<file path="src/rtl/pd_sequencer_if.sv">
// Request/acknowledge, switch feedback and status bundle between the power-gating
// controller (master) and the pd_sequencer (slave).
interface pd_sequencer_if;
  logic        pwr_req;
  logic        sw_ok;
  logic        pwr_ack;
  logic        clk_en;
  logic        iso_en;
  logic        sw_en;
  logic        ret_save;
  logic        ret_restore;
  logic        err;
  logic [3:0]  state;
  logic [31:0] off_cycles;
  logic [15:0] wake_cnt;

  modport master (
    output pwr_req, sw_ok,
    input  pwr_ack, clk_en, iso_en, sw_en, ret_save, ret_restore, err, state,
           off_cycles, wake_cnt
  );

  modport slave (
    input  pwr_req, sw_ok,
    output pwr_ack, clk_en, iso_en, sw_en, ret_save, ret_restore, err, state,
           off_cycles, wake_cnt
  );
endinterface

</file>
<file path="src/rtl/pd_sequencer.sv">
// Power-domain sequencer: clock-gate / isolate / retain / switch ordering with stats.
// Define PD_RETENTION_EN to include the OFF_SAVE / ON_RESTORE retention steps.
//
// state      | meaning
// ON         | domain powered, clock running, request acknowledged
// OFF_CLK    | clock gated
// OFF_ISO    | clamps on, settling for ISO_DLY cycles
// OFF_SAVE   | retention save pulse
// OFF_SW     | switch opened, waiting for rail collapse
// OFF        | domain off
// ON_SW      | switch closed, waiting for power-good
// ON_RESTORE | retention restore pulse
// ON_ISO     | clamps released, clock still gated, ISO_DLY cycles
module pd_sequencer #(
  parameter int unsigned ISO_DLY = 2,
  parameter int unsigned SW_DLY  = 4,
  parameter int unsigned TIMEOUT = 64
) (
  input  logic           clk,
  input  logic           rst,
  pd_sequencer_if.slave  if_pd
);

  typedef enum logic [3:0] {
    ST_ON         = 4'd0,
    ST_OFF_CLK    = 4'd1,
    ST_OFF_ISO    = 4'd2,
    ST_OFF_SAVE   = 4'd3,
    ST_OFF_SW     = 4'd4,
    ST_OFF        = 4'd5,
    ST_ON_SW      = 4'd6,
    ST_ON_RESTORE = 4'd7,
    ST_ON_ISO     = 4'd8
  } state_t;

  localparam logic [15:0] ISO_LAST = 16'(ISO_DLY - 1);
  localparam logic [15:0] SW_LAST  = 16'(SW_DLY - 1);
  localparam logic [15:0] TO_LAST  = 16'(TIMEOUT - 1);

`ifdef PD_RETENTION_EN
  localparam state_t ST_AFTER_ISO = ST_OFF_SAVE;
  localparam state_t ST_AFTER_SW  = ST_ON_RESTORE;
`else
  localparam state_t ST_AFTER_ISO = ST_OFF_SW;
  localparam state_t ST_AFTER_SW  = ST_ON_ISO;
`endif

  state_t      r_state;
  state_t      w_state_nxt;
  logic [15:0] r_timer;
  logic        r_err;
  logic [31:0] r_off_cycles;
  logic [15:0] r_wake_cnt;
  logic        w_iso_done;
  logic        w_sw_min;
  logic        w_timeout;
  logic        w_to_err;

  assign w_iso_done = (r_timer >= ISO_LAST);
  assign w_sw_min   = (r_timer >= SW_LAST);
  assign w_timeout  = (r_timer >= TO_LAST);

  always_comb begin
    w_state_nxt = r_state;
    w_to_err    = 1'b0;
    case (r_state)
      ST_ON:         if (!if_pd.pwr_req) w_state_nxt = ST_OFF_CLK;
      ST_OFF_CLK:    w_state_nxt = ST_OFF_ISO;
      ST_OFF_ISO:    if (w_iso_done) w_state_nxt = ST_AFTER_ISO;
      ST_OFF_SAVE:   w_state_nxt = ST_OFF_SW;
      ST_OFF_SW: begin
        if (!if_pd.sw_ok) begin
          w_state_nxt = ST_OFF;
        end else if (w_timeout) begin
          w_state_nxt = ST_OFF;
          w_to_err    = 1'b1;
        end
      end
      ST_OFF:        if (if_pd.pwr_req) w_state_nxt = ST_ON_SW;
      ST_ON_SW: begin
        // A good rail is only trusted once the minimum switch time has elapsed.
        if (w_sw_min && if_pd.sw_ok) begin
          w_state_nxt = ST_AFTER_SW;
        end else if (w_timeout) begin
          w_state_nxt = ST_AFTER_SW;
          w_to_err    = 1'b1;
        end
      end
      ST_ON_RESTORE: w_state_nxt = ST_ON_ISO;
      ST_ON_ISO:     if (w_iso_done) w_state_nxt = ST_ON;
      default:       w_state_nxt = ST_ON;
    endcase
  end

  always_ff @(posedge clk) begin
    if (rst) begin
      r_state      <= ST_ON;
      r_timer      <= '0;
      r_err        <= 1'b0;
      r_off_cycles <= '0;
      r_wake_cnt   <= '0;
    end else begin
      r_state <= w_state_nxt;
      r_timer <= (w_state_nxt != r_state) ? 16'd0 : r_timer + 16'd1;
      r_err   <= r_err | w_to_err;
      if (r_state == ST_OFF && r_off_cycles != 32'hFFFF_FFFF)
        r_off_cycles <= r_off_cycles + 32'd1;
      if (r_state == ST_ON_ISO && w_state_nxt == ST_ON)
        r_wake_cnt <= r_wake_cnt + 16'd1;
    end
  end

  assign if_pd.pwr_ack    = (r_state == ST_ON);
  assign if_pd.clk_en     = (r_state == ST_ON);
  assign if_pd.iso_en     = (r_state == ST_OFF_ISO) || (r_state == ST_OFF_SAVE) ||
                            (r_state == ST_OFF_SW)  || (r_state == ST_OFF)      ||
                            (r_state == ST_ON_SW)   || (r_state == ST_ON_RESTORE);
  assign if_pd.sw_en      = !((r_state == ST_OFF_SW) || (r_state == ST_OFF));
`ifdef PD_RETENTION_EN
  assign if_pd.ret_save    = (r_state == ST_OFF_SAVE);
  assign if_pd.ret_restore = (r_state == ST_ON_RESTORE);
`else
  assign if_pd.ret_save    = 1'b0;
  assign if_pd.ret_restore = 1'b0;
`endif
  assign if_pd.err        = r_err;
  assign if_pd.state      = r_state;
  assign if_pd.off_cycles = r_off_cycles;
  assign if_pd.wake_cnt   = r_wake_cnt;

endmodule

</file>
<file path="src/flat_wrapper.sv">
// flat-port wrapper written by rule: the top's interface ports become plain ports
module pd_sequencer_flat 
#(
  parameter int unsigned ISO_DLY = 2,
  parameter int unsigned SW_DLY  = 4,
  parameter int unsigned TIMEOUT = 64
)
  (clk, rst, if_pd_pwr_req, if_pd_sw_ok, if_pd_pwr_ack, if_pd_clk_en, if_pd_iso_en, if_pd_sw_en, if_pd_ret_save, if_pd_ret_restore, if_pd_err, if_pd_state, if_pd_off_cycles, if_pd_wake_cnt);
  pd_sequencer_if if_pd_i ();
  input  logic clk;
  input  logic rst;
  input wire logic [$bits(if_pd_i.pwr_req)-1:0] if_pd_pwr_req;
  input wire logic [$bits(if_pd_i.sw_ok)-1:0] if_pd_sw_ok;
  output wire logic [$bits(if_pd_i.pwr_ack)-1:0] if_pd_pwr_ack;
  output wire logic [$bits(if_pd_i.clk_en)-1:0] if_pd_clk_en;
  output wire logic [$bits(if_pd_i.iso_en)-1:0] if_pd_iso_en;
  output wire logic [$bits(if_pd_i.sw_en)-1:0] if_pd_sw_en;
  output wire logic [$bits(if_pd_i.ret_save)-1:0] if_pd_ret_save;
  output wire logic [$bits(if_pd_i.ret_restore)-1:0] if_pd_ret_restore;
  output wire logic [$bits(if_pd_i.err)-1:0] if_pd_err;
  output wire logic [$bits(if_pd_i.state)-1:0] if_pd_state;
  output wire logic [$bits(if_pd_i.off_cycles)-1:0] if_pd_off_cycles;
  output wire logic [$bits(if_pd_i.wake_cnt)-1:0] if_pd_wake_cnt;
  assign if_pd_i.pwr_req = if_pd_pwr_req;
  assign if_pd_i.sw_ok = if_pd_sw_ok;
  assign if_pd_pwr_ack = if_pd_i.pwr_ack;
  assign if_pd_clk_en = if_pd_i.clk_en;
  assign if_pd_iso_en = if_pd_i.iso_en;
  assign if_pd_sw_en = if_pd_i.sw_en;
  assign if_pd_ret_save = if_pd_i.ret_save;
  assign if_pd_ret_restore = if_pd_i.ret_restore;
  assign if_pd_err = if_pd_i.err;
  assign if_pd_state = if_pd_i.state;
  assign if_pd_off_cycles = if_pd_i.off_cycles;
  assign if_pd_wake_cnt = if_pd_i.wake_cnt;
  pd_sequencer #(.ISO_DLY(ISO_DLY), .SW_DLY(SW_DLY), .TIMEOUT(TIMEOUT)) u_core (.clk(clk), .rst(rst), .if_pd(if_pd_i));
endmodule
</file>
<file path="config.mk">
export PLATFORM = sky130hd
export DESIGN_NAME = pd_sequencer_flat
export DESIGN_NICKNAME = d
export VERILOG_FILES = /design/src/rtl/pd_sequencer_if.sv /design/src/rtl/pd_sequencer.sv /design/src/flat_wrapper.sv
export SDC_FILE = /design/constraint.sdc
export NUM_CORES = 1
export LEC_CHECK = 0
export CAP_MARGIN = 20
export CELL_PAD_IN_SITES_DETAIL_PLACEMENT = 0
export CELL_PAD_IN_SITES_GLOBAL_PLACEMENT = 2
export CORE_MARGIN = 5
export CORE_UTILIZATION = 31
export DETAILED_ROUTE_END_ITERATION = 8
export HOLD_SLACK_MARGIN = 0.05
export PLACE_DENSITY = 0.86
export SYNTH_ARGS = -nofsm -noshare
export SYNTH_HDL_FRONTEND = slang
export SYNTH_SLANG_ARGS = --single-unit
export TNS_END_PERCENT = 1
</file>
<file path="constraint.sdc">
create_clock -name clk -period 2.3 [get_ports clk]
set_input_delay 0.46 -clock clk [delete_from_list [all_inputs] [get_ports clk]]
set_output_delay 0.46 -clock clk [all_outputs]
set_load 0.01 [all_outputs]
</file>
==> results.json, run 1 <==
{
  "synthDominantAreaCellType": "dfxtp_1",
  "core_area_um2": 11400,
  "crit_family": "buffers and inverters",
  "synth_top_family_by_area": "simple AND/OR/NAND/NOR gates",
  "final_hold_viol_count": 0,
  "cp_slowest_cell": "clkdlybuf4s50_1",
  "criticalPathCategory": "register to output pin",
  "synthArstFlopShare_pct": 0,
  "ys_seq_elements": 69,
  "synthMuxAreaShare_pct": 0.625,
  "syn_avg_cell_area_um2": 8.48,
  "fmax_mhz": 454,
  "maxCapViolations": 0,
  "power.density_nw_per_um2": 618,
  "rows": 39,
  "routedWlPerCell_um": 14.2,
  "status": "complete, no violations",
  "gp_congestion": 0.762,
  "numCtsBuffers": 9,
  "slowest_delay_ns": 0.60,
  "hp-class": "register to register",
  "wirelength_um": 9130,
  "synth-compound-area-share_pct": 14.5,
  "crit_buf_inv": 2,
  "rsz0062_at_grt": "yes",
  "antenna_found_initial": 0,
  "grt_overflow": 0,
  "antenna_left": 0,
  "yosys.area.top_type_share_pct": 38.3,
  "grt_pass1_wl_um": 15800,
  "tightestPinTransition_ns": 0.530,
  "die_w_um": 118,
  "clk_latency_ns": 0.32,
  "worstPathCellList": "buf_4, nor4_1, clkdlybuf4s50_1",
  "synthSimpleGateAreaFrac_pct": 32.8,
  "yosysWarnings": 0,
  "diodes": 0,
  "end_kind": "output pin",
  "finalMaxSlewViolations": 0,
  "slew_headroom_pct": 64.6,
  "drive_gt1_share_pct": 11.4,
  "leakagePower_nw": 1.53,
  "r2r_slack_ns": 0.20,
  "cp-start-kind": "register",
  "synth_edf_count": 0,
  "cp.arrival_ns": 1.74,
  "fin_nets": 507,
  "synth_fa_ha_area_share_pct": 2.08,
  "design_area_um2": 4740,
  "tns_ns": 0,
  "fin_crit_sh_pct": 95.8,
  "grt_util_all_layers_pct": 13.3,
  "cts_buffer_depth": 2,
  "synth_area_leaders": "dfxtp_1, xor2_1, a21oi_1",
  "fin_util_pct": 41.6,
  "setup_violations": 0,
  "finalCriticalPeriod_ns": 2.20,
  "drt-initial-drc-count": 134,
  "finClkSkew_ns": 0.0116,
  "synth-xor-area-share_pct": 7.78,
  "clock-sinks": 69,
  "die_area_um2": 13900,
  "ys.flop_type": "dfxtp_1",
  "dr.pass1.iters": 4,
  "cts_root_buffer": "clkbuf_16",
  "grt_pass1_vias": 3248,
  "drc": 0,
  "hold_slack_ns": 0.468,
  "yosysUniqueCellTypes": 54,
  "via_per_inst": 5.21,
  "dp_hpwl_um": 6540,
  "grt_max_degree": 44,
  "p_total_mw": 2.93,
  "cp_max_fo": 16,
  "initial_utilization_pct": 31.5,
  "netlist_area_um2": 3600,
  "required_ns": 1.84,
  "vias": 3363,
  "portBuffers": 60,
  "syn_to_final_growth_pct": 31.7,
  "syn_inst": 425,
  "ys_seq_area_share_pct": 38.3,
  "ctsHtreeMaxLevel": 3,
  "die_y_um": 118,
  "cts_tree": "yes",
  "io_pins": 63,
  "clkTransAtPathRegs_ns": 0.06,
  "placed_cell_area_um2": 4420,
  "vdd_drop_max_mv": 0.283
}
[worst paths after layout]
check                                                              start                                 endpoint  depth (start not counted)
worst max-delay path                    u_core.if_pd.state[1]$_SDFF_PP0_                            if_pd_pwr_ack                          3
worst min-delay path                         u_core.if_pd.err$_SDFF_PP0_              u_core.if_pd.err$_SDFF_PP0_                          2
worst max register to register  u_core.if_pd.off_cycles[14]$_SDFFE_PP0P_  u_core.if_pd.off_cycles[2]$_SDFFE_PP0P_                          6
worst min register to register               u_core.if_pd.err$_SDFF_PP0_              u_core.if_pd.err$_SDFF_PP0_                          2
[cells in the mapped netlist (all sizes together) (2+ instances only)]
cell type	count
and3	10
nor4b	2
and2	3
dfxtp	69
xnor2	12
a2111oi	3
o31ai	8
clkbuf	13
buf	6
o2111ai	5
o311ai	3
nor2	35
or4	11
a31oi	2
or3	20
o21bai	2
nor3	25
and4	7
xor2	20
nand3b	2
a21oi	28
mux2	2
ha	6
nand4	16
nand2	27
inv	11
nor2b	4
nand3	25
nor4	8
o21ai	25
or2	2
[registers in the layout, summed over array words and instances (netlist names)]
name,count
u_core.r_timer,16
u_core.if_pd.off_cycles,32
u_core.if_pd.wake_cnt,16
u_core.if_pd.state,4
u_core.if_pd.err,1
[worst register-to-register path: stages, from the launching register on]
cell and delay, ns:
dfxtp_1 0.42, nand3_1 0.19, or4_4 0.61, nor3_2 0.32, buf_4 0.23, or4_1 0.12, a21oi_1 0.06
[layout make-up]
cell class	count	area [um^2]
clock buffer	12	246
clock inverter	4	47.5
fill	1171	6670
inverter	11	41.3
multi-input combinational	327	2110
sequential	69	1380
tap	143	179
timing repair buffer	79	741
[cell families after synthesis]
group | count (synthesis)
compound gates | 82
xor+xnor | 32
fa+ha+maj | 6
buf+inv | 30
flops | 69
mux | 2
other cells | 1
simple gates | 203
[per-stage QoR]
| step | std cells | setup slack (ns) |
|---|---|---|
| 3_5_place_dp | 628 | 0.128 |
| 2_1_floorplan | 426 | 0.330 |
| 4_1_cts | 644 | 0.0569 |
| 5_1_grt | 645 | -0.0907 |
| 3_3_place_gp | 628 | 0.158 |
| 6_report | 645 | 0.0957 |
[cell usage in the layout, fill, tap and decap left out, types with 3 or more instances in the layout]
master,count
or4_1,9
nand4_1,16
nor2b_1,4
and3_1,10
or3_1,20
inv_1,11
nand3_1,25
nor4_1,7
o31ai_1,7
dfxtp_1,69
and4_1,7
nand2_1,27
o2111ai_1,5
nor3_1,13
o21ai_0,23
clkbuf_16,9
clkdlybuf4s50_1,58
xnor2_1,12
nor2_1,35
ha_1,6
buf_4,19
and2_1,3
xor2_1,20
a21oi_1,28
nor3_2,12
[per-layer routing]
metal  part of all wire, %  up-vias  global-route usage (%)
met4                  0.78        0                    4.30
met1                    51     1591                    19.0
li1                      -     1722                       -
met5                     0        -                       0
met3                   2.0        4                    1.97
met2                    47       46                    20.4
[power by group]
group,total [mW],leakage (nW),internal (mW),switching [mW]
Clock,1.36,0.143,0.865,0.494
Sequential,1.23,0.556,1.21,0.0194
Combinational,0.344,0.827,0.128,0.216
[what timing repair did]
action / CTS / global route
setup endpoints to repair: 0 / 26
buffers inserted: 0 / 1
gates resized for setup: 0 / 8
hold buffers: 0 / 0
endpoints found under the hold margin: 0 / 0
No activity file was read; power rests on OpenSTA's default activity.
==> inputs of run 2 (changes only) <==
- CORE_MARGIN: 5 -> default
==> results.json, run 2 (synthesized netlist as in run 1, its figures left out) <==
{
  "leakagePower_nw": 1.56,
  "finalCriticalPeriod_ns": 2.17,
  "hold_buffers": 0,
  "gp_congestion": 0.757,
  "die_area_um2": 12100,
  "core_area_um2": 11100,
  "met2_usage_pct": 23.4,
  "power_frac_clock_pct": 47.3,
  "die_w_um": 110,
  "min_from": "u_core.if_pd.wake_cnt[1]$_SDFFE_PP0P_",
  "grt.met3_usage_pct": 3.56,
  "syn_to_final_growth_pct": 32.4,
  "clkTransAtPathRegs_ns": 0.06,
  "slowest_delay_ns": 0.59,
  "numCtsBuffers": 9,
  "grt_util_all_layers_pct": 15.9,
  "end_kind": "output pin",
  "ctsHtreeMaxLevel": 3,
  "tightestPinTransition_ns": 0.528,
  "seqPwrFrac_pct": 41.0,
  "cp_max_fo": 16,
  "use_met1_pct": 22.4,
  "reg2reg_from": "u_core.r_timer[1]$_SDFF_PP0_",
  "r2r_slack_ns": 0.18,
  "finalMaxSlewViolations": 0,
  "grt_most_used_layer": "met2",
  "swShare_pct": 24.6,
  "cp_slowest_cell": "clkdlybuf4s50_1",
  "via_per_inst": 5.24,
  "antenna_found_initial": 0,
  "design_area_um2": 4770,
  "clock-sinks": 69,
  "rows": 38,
  "hp-class": "register to register",
  "internal_power_mw": 2.27,
  "fmax_mhz": 461,
  "criticalPathCategory": "register to output pin",
  "cts_tree": "yes",
  "wirelength_um": 9030,
  "die_y_um": 110,
  "tns_ns": 0,
  "cp.arrival_ns": 1.71,
  "vias": 3372,
  "reg2reg_to": "u_core.r_timer[2]$_SDFF_PP0_",
  "required_ns": 1.84,
  "drt-initial-drc-count": 139,
  "grt_pass1_wl_um": 15000,
  "io_pins": 63,
  "vdd_drop_max_mv": 0.304,
  "drc": 0,
  "clk_latency_ns": 0.33,
  "r2r_cells": 8,
  "status": "complete, no violations",
  "initial_utilization_pct": 32.5,
  "drive_gt1_share_pct": 12.1,
  "grt_pass1_vias": 3077,
  "cts_root_buffer": "clkbuf_16",
  "routedWlPerCell_um": 14.0,
  "portBuffers": 60,
  "maxCapViolations": 0,
  "share_comb_of_total_power_pct": 11.7,
  "cts_buffer_depth": 2,
  "placed_cell_area_um2": 4430,
  "dr.pass1.iters": 4,
  "fin_crit_sh_pct": 94.4,
  "slew_headroom_pct": 64.8,
  "antenna_left": 0,
  "min_path_cells": 2,
  "n_fill_cell": 1090,
  "rsz0062_at_grt": "no",
  "finClkSkew_ns": 0.00729,
  "switchingPower_mw": 0.739,
  "grt_max_degree": 42,
  "min_to": "u_core.if_pd.wake_cnt[1]$_SDFFE_PP0P_",
  "dp_hpwl_um": 6360,
  "grt_overflow": 0,
  "mostFrequentLayoutCells": "dfxtp_1, clkdlybuf4s50_1, nor2_1",
  "final_hold_viol_count": 0,
  "layout_commonest_cell": "dfxtp_1",
  "diodes": 0,
  "largest_register_ffs": 32,
  "worstPathCellList": "buf_4, nor4_2, clkdlybuf4s50_1",
  "fin_nets": 508,
  "cp-start-kind": "register",
  "setup_violations": 0,
  "power.density_nw_per_um2": 630
}
run 2: changes by cell type in the layout (fill, tap and decap cells not counted), sizes merged:
cell,change
buf,+1
clkdlybuf4s50,+1
clkinv,+1
clkinvlp,-1
dlymetal6s2s,-1
run 2: layer usage:
| metal | wire, um | up-vias | share of wire (%) |
|---|---|---|---|
| met5 | 0 | - | 0 |
| met4 | 112 | 0 | 1.2 |
| met3 | 311 | 11 | 3.4 |
| met2 | 3970 | 56 | 44 |
| met1 | 4640 | 1576 | 51 |
| li1 | - | 1729 | - |
run 2: worst max-delay path by stage:
stage / startpoint / endpoint / slack, ns / depth (start not counted)
6_report: u_core.if_pd.state[1]$_SDFF_PP0_ / if_pd_pwr_ack / 0.13 / 3
5_1_grt: u_core.if_pd.state[3]$_SDFF_PP0_ / u_core.if_pd.off_cycles[28]$_SDFFE_PP0P_ / 0.002 / 5
2_1_floorplan: u_core.if_pd.off_cycles[25]$_SDFFE_PP0P_ / u_core.if_pd.off_cycles[20]$_SDFFE_PP0P_ / 0.33 / 5
3_5_place_dp: u_core.r_timer[1]$_SDFF_PP0_ / u_core.r_timer[7]$_SDFF_PP0_ / 0.16 / 8
4_1_cts: u_core.if_pd.state[1]$_SDFF_PP0_ / if_pd_pwr_ack / 0.03 / 3
3_3_place_gp: u_core.r_timer[0]$_SDFF_PP0_ / u_core.if_pd.wake_cnt[15]$_SDFFE_PP0P_ / 0.18 / 7
run 2: through the flow:
| stage | setup WS (ns) | hold WS (ns) | std cells | util, % | total power [mW] |
|---|---|---|---|---|---|
| after floorplan | 0.330 | 0.502 | 426 | - | 1.49 |
| after global placement | 0.176 | 0.477 | 627 | 40.0 | 1.60 |
| after detailed placement | 0.156 | 0.481 | 627 | 40.0 | 1.60 |
| after CTS | 0.0334 | 0.489 | 643 | 42.8 | 3.04 |
| after global routing | 0.00186 | 0.535 | 643 | 43.1 | 3.14 |
| final | 0.129 | 0.491 | 643 | 43.1 | 3.01 |
run 2: final cells by class:
class,instances,area (um^2),area share (%)
Multi-Input combinational cell,327,2110,44.3
Clock inverter,4,45.0,0.944
Sequential cell,69,1380,29.0
Inverter,11,41.3,0.866
Timing Repair Buffer,80,746,15.6
Clock buffer,12,267,5.59
Tap cell,140,175,3.67
run 2: repair_timing:
action	4_1_cts	5_1_grt
gates resized for setup	0	6
buffers inserted	0	0
setup endpoints to repair	0	13
run 2: worst max-delay path, delay by kind of cell (launching register included):
kind | cells | cell delay [ns]
and+or+nand+nor | 1 | 0.31
buffers and inverters | 2 | 0.77
DFF | 1 | 0.30
run 2: power by group through the flow:
stage                     Combinational (mW)  Sequential (mW)  Clock, mW
after floorplan                        0.223             1.26          0
after global placement                 0.347             1.26          0
after detailed placement               0.345             1.26          0
after CTS                              0.347             1.23       1.46
after global routing                   0.385             1.23       1.52
final                                  0.351             1.23       1.42
==> inputs of run 3 (changes only) <==
- PLACE_DENSITY: 0.86 -> 0.79
==> results.json, run 3 (synthesized netlist as in run 1, its figures left out) <==
{
  "status": "complete, no violations",
  "cts_buffer_depth": 2,
  "die_y_um": 110,
  "fmax_mhz": 452,
  "p_total_mw": 2.99,
  "die_area_um2": 12100,
  "portBuffers": 60,
  "n_fill_cell": 1108,
  "rsz0062_at_grt": "yes",
  "drc": 0,
  "drt-initial-drc-count": 141,
  "cts_tree": "yes",
  "mostFrequentLayoutCells": "dfxtp_1, clkdlybuf4s50_1, nor2_1",
  "setup_violations": 0,
  "grt_pass1_wl_um": 15400,
  "end_kind": "output pin",
  "tightestPinTransition_ns": 0.531,
  "gp_congestion": 0.816,
  "finalMaxSlewViolations": 0,
  "tns_ns": 0,
  "largest_register_ffs": 32,
  "leakagePower_nw": 1.58,
  "maxCapViolations": 0,
  "finClkSkew_ns": 0.00631,
  "cts_root_buffer": "clkbuf_16",
  "cp-start-kind": "register",
  "clk_latency_ns": 0.33,
  "criticalPathCategory": "register to output pin",
  "power.density_nw_per_um2": 624,
  "final_hold_viol_count": 0,
  "required_ns": 1.84,
  "clock-sinks": 69,
  "io_pins": 63,
  "fin_cells": 646,
  "post_cts_buffers": 0,
  "syn_to_final_growth_pct": 33.1,
  "vdd_drop_max_mv": 0.336,
  "initial_utilization_pct": 32.5,
  "clkTransAtPathRegs_ns": 0.05,
  "fin_nets": 511,
  "grt_pass1_vias": 3208,
  "vias": 3390,
  "cp.arrival_ns": 1.75,
  "pre_cts_slack_ns": 0.167,
  "finalCriticalPeriod_ns": 2.21,
  "routedWlPerCell_um": 14.6,
  "core_area_um2": 11100,
  "r2r_slack_ns": 0.15,
  "dp_hpwl_um": 6650,
  "grt_overflow": 0,
  "layout_commonest_cell": "dfxtp_1",
  "via_per_inst": 5.25,
  "numCtsBuffers": 9,
  "ctsHtreeMaxLevel": 3,
  "drive_gt1_share_pct": 11.9,
  "dr.pass1.iters": 4,
  "slew_headroom_pct": 64.4,
  "wirelength_um": 9410,
  "die_w_um": 110,
  "hold_slack_ns": 0.489,
  "rows": 38,
  "hp-class": "register to register",
  "setup_slack_ns": 0.0892,
  "antenna_left": 0,
  "cp_max_fo": 16,
  "dp.cells": 630,
  "grt_max_degree": 37,
  "diodes": 0,
  "grt_util_all_layers_pct": 16.5,
  "fin_crit_sh_pct": 96.1,
  "antenna_found_initial": 0
}
-- run 3: cell count changes in the layout (fill, tap and decap cells not counted), sizes merged --
cell      change
clkinv        -1
buf           +3
clkinvlp      +1
-- run 3: what timing repair did --
item / CTS / global route
setup endpoints to repair: 2 / 16
hold buffers: 0 / 0
gates resized for setup: 2 / 4
-- run 3: layout make-up --
class                   instances  area [um^2]  area share [%]
clock buffers                  12          246            5.14
well taps                     140          175            3.65
inverters                      11         41.3           0.861
repair buffers                 83          781            16.3
multi-input cells             327         2120            44.3
flip-flops and latches         69         1380            28.8
clock inverters                 4         47.5           0.991
-- run 3: through the flow --
step,util [%],instance area [um^2]
2_1_floorplan,-,3610
3_3_place_gp,40.3,4470
3_5_place_dp,40.3,4470
4_1_cts,43.1,4780
5_1_grt,43.3,4800
6_report,43.3,4800
-- run 3: routing by layer --
metal,GRT usage (%),vias up,share of wire [%]
li1,-,1721,-
met1,21.8,1595,50
met2,25.7,63,45
met3,4.09,11,4.2
met4,6.00,0,1.2
met5,0,-,0
-- run 3: worst max-delay path, stage by stage, from the launching register on --
cell	delay, ns
dfxtp_1	0.31
buf_4	0.19
nor4_4	0.33
clkdlybuf4s50_1	0.59
-- run 3: worst paths after layout --
path              depth (start not counted)                                     start                                        to
hold / removal                            2    u_core.if_pd.wake_cnt[15]$_SDFFE_PP0P_    u_core.if_pd.wake_cnt[15]$_SDFFE_PP0P_
hold reg to reg                           2    u_core.if_pd.wake_cnt[15]$_SDFFE_PP0P_    u_core.if_pd.wake_cnt[15]$_SDFFE_PP0P_
setup reg to reg                          5  u_core.if_pd.off_cycles[16]$_SDFFE_PP0P_  u_core.if_pd.off_cycles[14]$_SDFFE_PP0P_
setup / recovery                          3          u_core.if_pd.state[1]$_SDFF_PP0_                             if_pd_pwr_ack
-- run 3: report_power, final --
group | switching (mW) | internal, mW
Clock | 0.510 | 0.866
Sequential | 0.0248 | 1.21
Combinational | 0.227 | 0.156
==> patch (settings of run 3) <==
Add a define of `PD_RETENTION_EN`.
--- a/src/rtl/pd_sequencer.sv
+++ b/src/rtl/pd_sequencer.sv
@@ -12,4 +12,6 @@
 // ON_RESTORE | retention restore pulse
 // ON_ISO     | clamps released, clock still gated, ISO_DLY cycles
+`define PD_RETENTION_EN
+
 module pd_sequencer #(
   parameter int unsigned ISO_DLY = 2,
Formal check against the unedited RTL: not equivalent (a bounded check fails within 10 cycles, from zero or initial values and one cycle with rst high).
==> patch against run 3 <==
- worst hold slack worse by 0.023 ns
- critical path depth up 1
- die area up 0.75%
- non-clock buffer count up 12
- first-iteration DRC count down 18%
- area after synthesis up 0.76%
- wire length up 0.67%
- critical path type unchanged
- sequential cell count unchanged
- setup slack better by 0.0093 ns
- design area up 2.2%
- maximum frequency up 0.42%
- total power down 2.8%
- critical endpoint is now if_pd_sw_en
- global-route usage up 0.37 points
==> patch: results <==
{
  "yosysUniqueCellTypes": 53,
  "grt_pass1_vias": 3298,
  "antenna_found_initial": 0,
  "slew_headroom": 0.602,
  "drive_gt1_frac": 0.122,
  "clkTransAtPathRegs_ns": 0.06,
  "cts_made_buffers": 9,
  "ys_top_cells_by_count": "dfxtp_1, a21oi_1, nor2_1",
  "reg2reg_setup_slack_ns": 0.17,
  "grt_usage": 0.168,
  "endpoint": "if_pd_sw_en",
  "nets": 533,
  "ir_drop_mv": 0.260,
  "antennaDiodeCount": 0,
  "drt_iter0_drc": 116,
  "drt_pass1_iterations": 4,
  "p_leak_nw": 1.69,
  "largest_reg_flops": 32,
  "startpoint": "u_core.if_pd.state[2]$_SDFF_PP0_",
  "clock_latency_ns": 0.33,
  "hpwl_um": 6790,
  "yosysSeqAreaShare": 0.381,
  "r2r_cells": 5,
  "clk_path_buf_depth": 2,
  "arrival_ns": 1.74,
  "clock-skew-final_ns": 0.00692,
  "place.gp.congestion": 0.771,
  "grt_max_degree": 31,
  "portBuffers": 62,
  "dp.cells": 655,
  "wl_um": 9470,
  "ys_async_sr_fraction": 0,
  "crit_fanout": 9,
  "min_path_type": "input port to register",
  "syn_nets": 452,
  "wl_per_cell_um": 14.2,
  "h-tree-depth": 3,
  "post_cts_buffers": 0,
  "outcome": "finished clean",
  "synth.avg_cell_area_um2": 8.21,
  "cts-resized-gates": 3,
  "synthTopCellsByArea": "dfxtp_1, a21oi_1, nand3_1, xor2_1, nor2_1",
  "via_per_inst": 5.34,
  "r2r_end": "u_core.if_pd.off_cycles[19]$_SDFFE_PP0P_",
  "r2r-start": "u_core.if_pd.off_cycles[5]$_SDFFE_PP0P_",
  "fillers": 1188,
  "yosysWarnings": 0,
  "cts_root_buffer": "clkbuf_16",
  "grt_first_pass_wirelength_um": 15900,
  "final_core_util": 0.429
}
## patch: how the worst min path moves through the flow
stage,from,end,depth (start not counted)
CTS,rst,u_core.if_pd.wake_cnt[3]$_SDFFE_PP0P_,2
global route,rst,u_core.if_pd.wake_cnt[3]$_SDFFE_PP0P_,2
detailed placement,u_core.if_pd.err$_SDFF_PP0_,u_core.if_pd.err$_SDFF_PP0_,2
global placement,u_core.if_pd.wake_cnt[15]$_SDFFE_PP0P_,u_core.if_pd.wake_cnt[15]$_SDFFE_PP0P_,2
finish,rst,u_core.if_pd.wake_cnt[3]$_SDFFE_PP0P_,2
floorplan,u_core.if_pd.wake_cnt[15]$_SDFFE_PP0P_,u_core.if_pd.wake_cnt[15]$_SDFFE_PP0P_,2
## patch: critical path, cell delays in order (launching register included)
cell and delay [ns]:
dfxtp_2 0.39, buf_6 0.16, nand2b_2 0.10, or2_2 0.28, clkdlybuf4s50_1 0.48
## patch: area by class of cell
class / instances / area, um2 / share of cell area
multi-input cells: 337 / 2110 / 0.430
well taps: 143 / 179 / 0.0365
clock inverters: 5 / 77.6 / 0.0158
flip-flops and latches: 69 / 1380 / 0.282
clock buffers: 9 / 225 / 0.0459
inverters: 11 / 41.3 / 0.00842
repair buffers: 95 / 890 / 0.181
## patch: kinds of logic after synthesis
family | Yosys count | synth area share
buffers and inverters | 36 | 0.0434
muxes | 2 | 0.00620
xor gates and xnor gates | 24 | 0.0579
AOI/OAI and AO/OA | 94 | 0.157
adders and majority gates | 6 | 0.0207
and+or+nand+nor | 211 | 0.334
DFF | 69 | 0.381
## patch: layer usage
layer	wire (um)	global-route usage	vias to the layer above
li1	-	-	1801
met1	4480	0.207	1686
met2	4410	0.281	70
met3	372	0.0400	15
met4	209	0.0705	0
met5	0	0	-
## patch: per-stage QoR
| step | instance area, um2 | hold WS (ns) | setup WS [ns] |
|---|---|---|---|
| floorplan | 3630 | 0.502 | 0.164 |
| global placement | 4580 | 0.469 | 0.162 |
| detailed placement | 4580 | 0.475 | 0.106 |
| CTS | 4880 | 0.463 | 0.00221 |
| global route | 4900 | 0.491 | 0.0133 |
| finish | 4900 | 0.467 | 0.0985 |
## patch: power by group
part	leakage [nW]	switching, mW	internal (mW)	total, mW
sequential	0.557	0.0178	1.21	1.23
combinational	0.985	0.143	0.106	0.248
clock	0.147	0.506	0.932	1.44
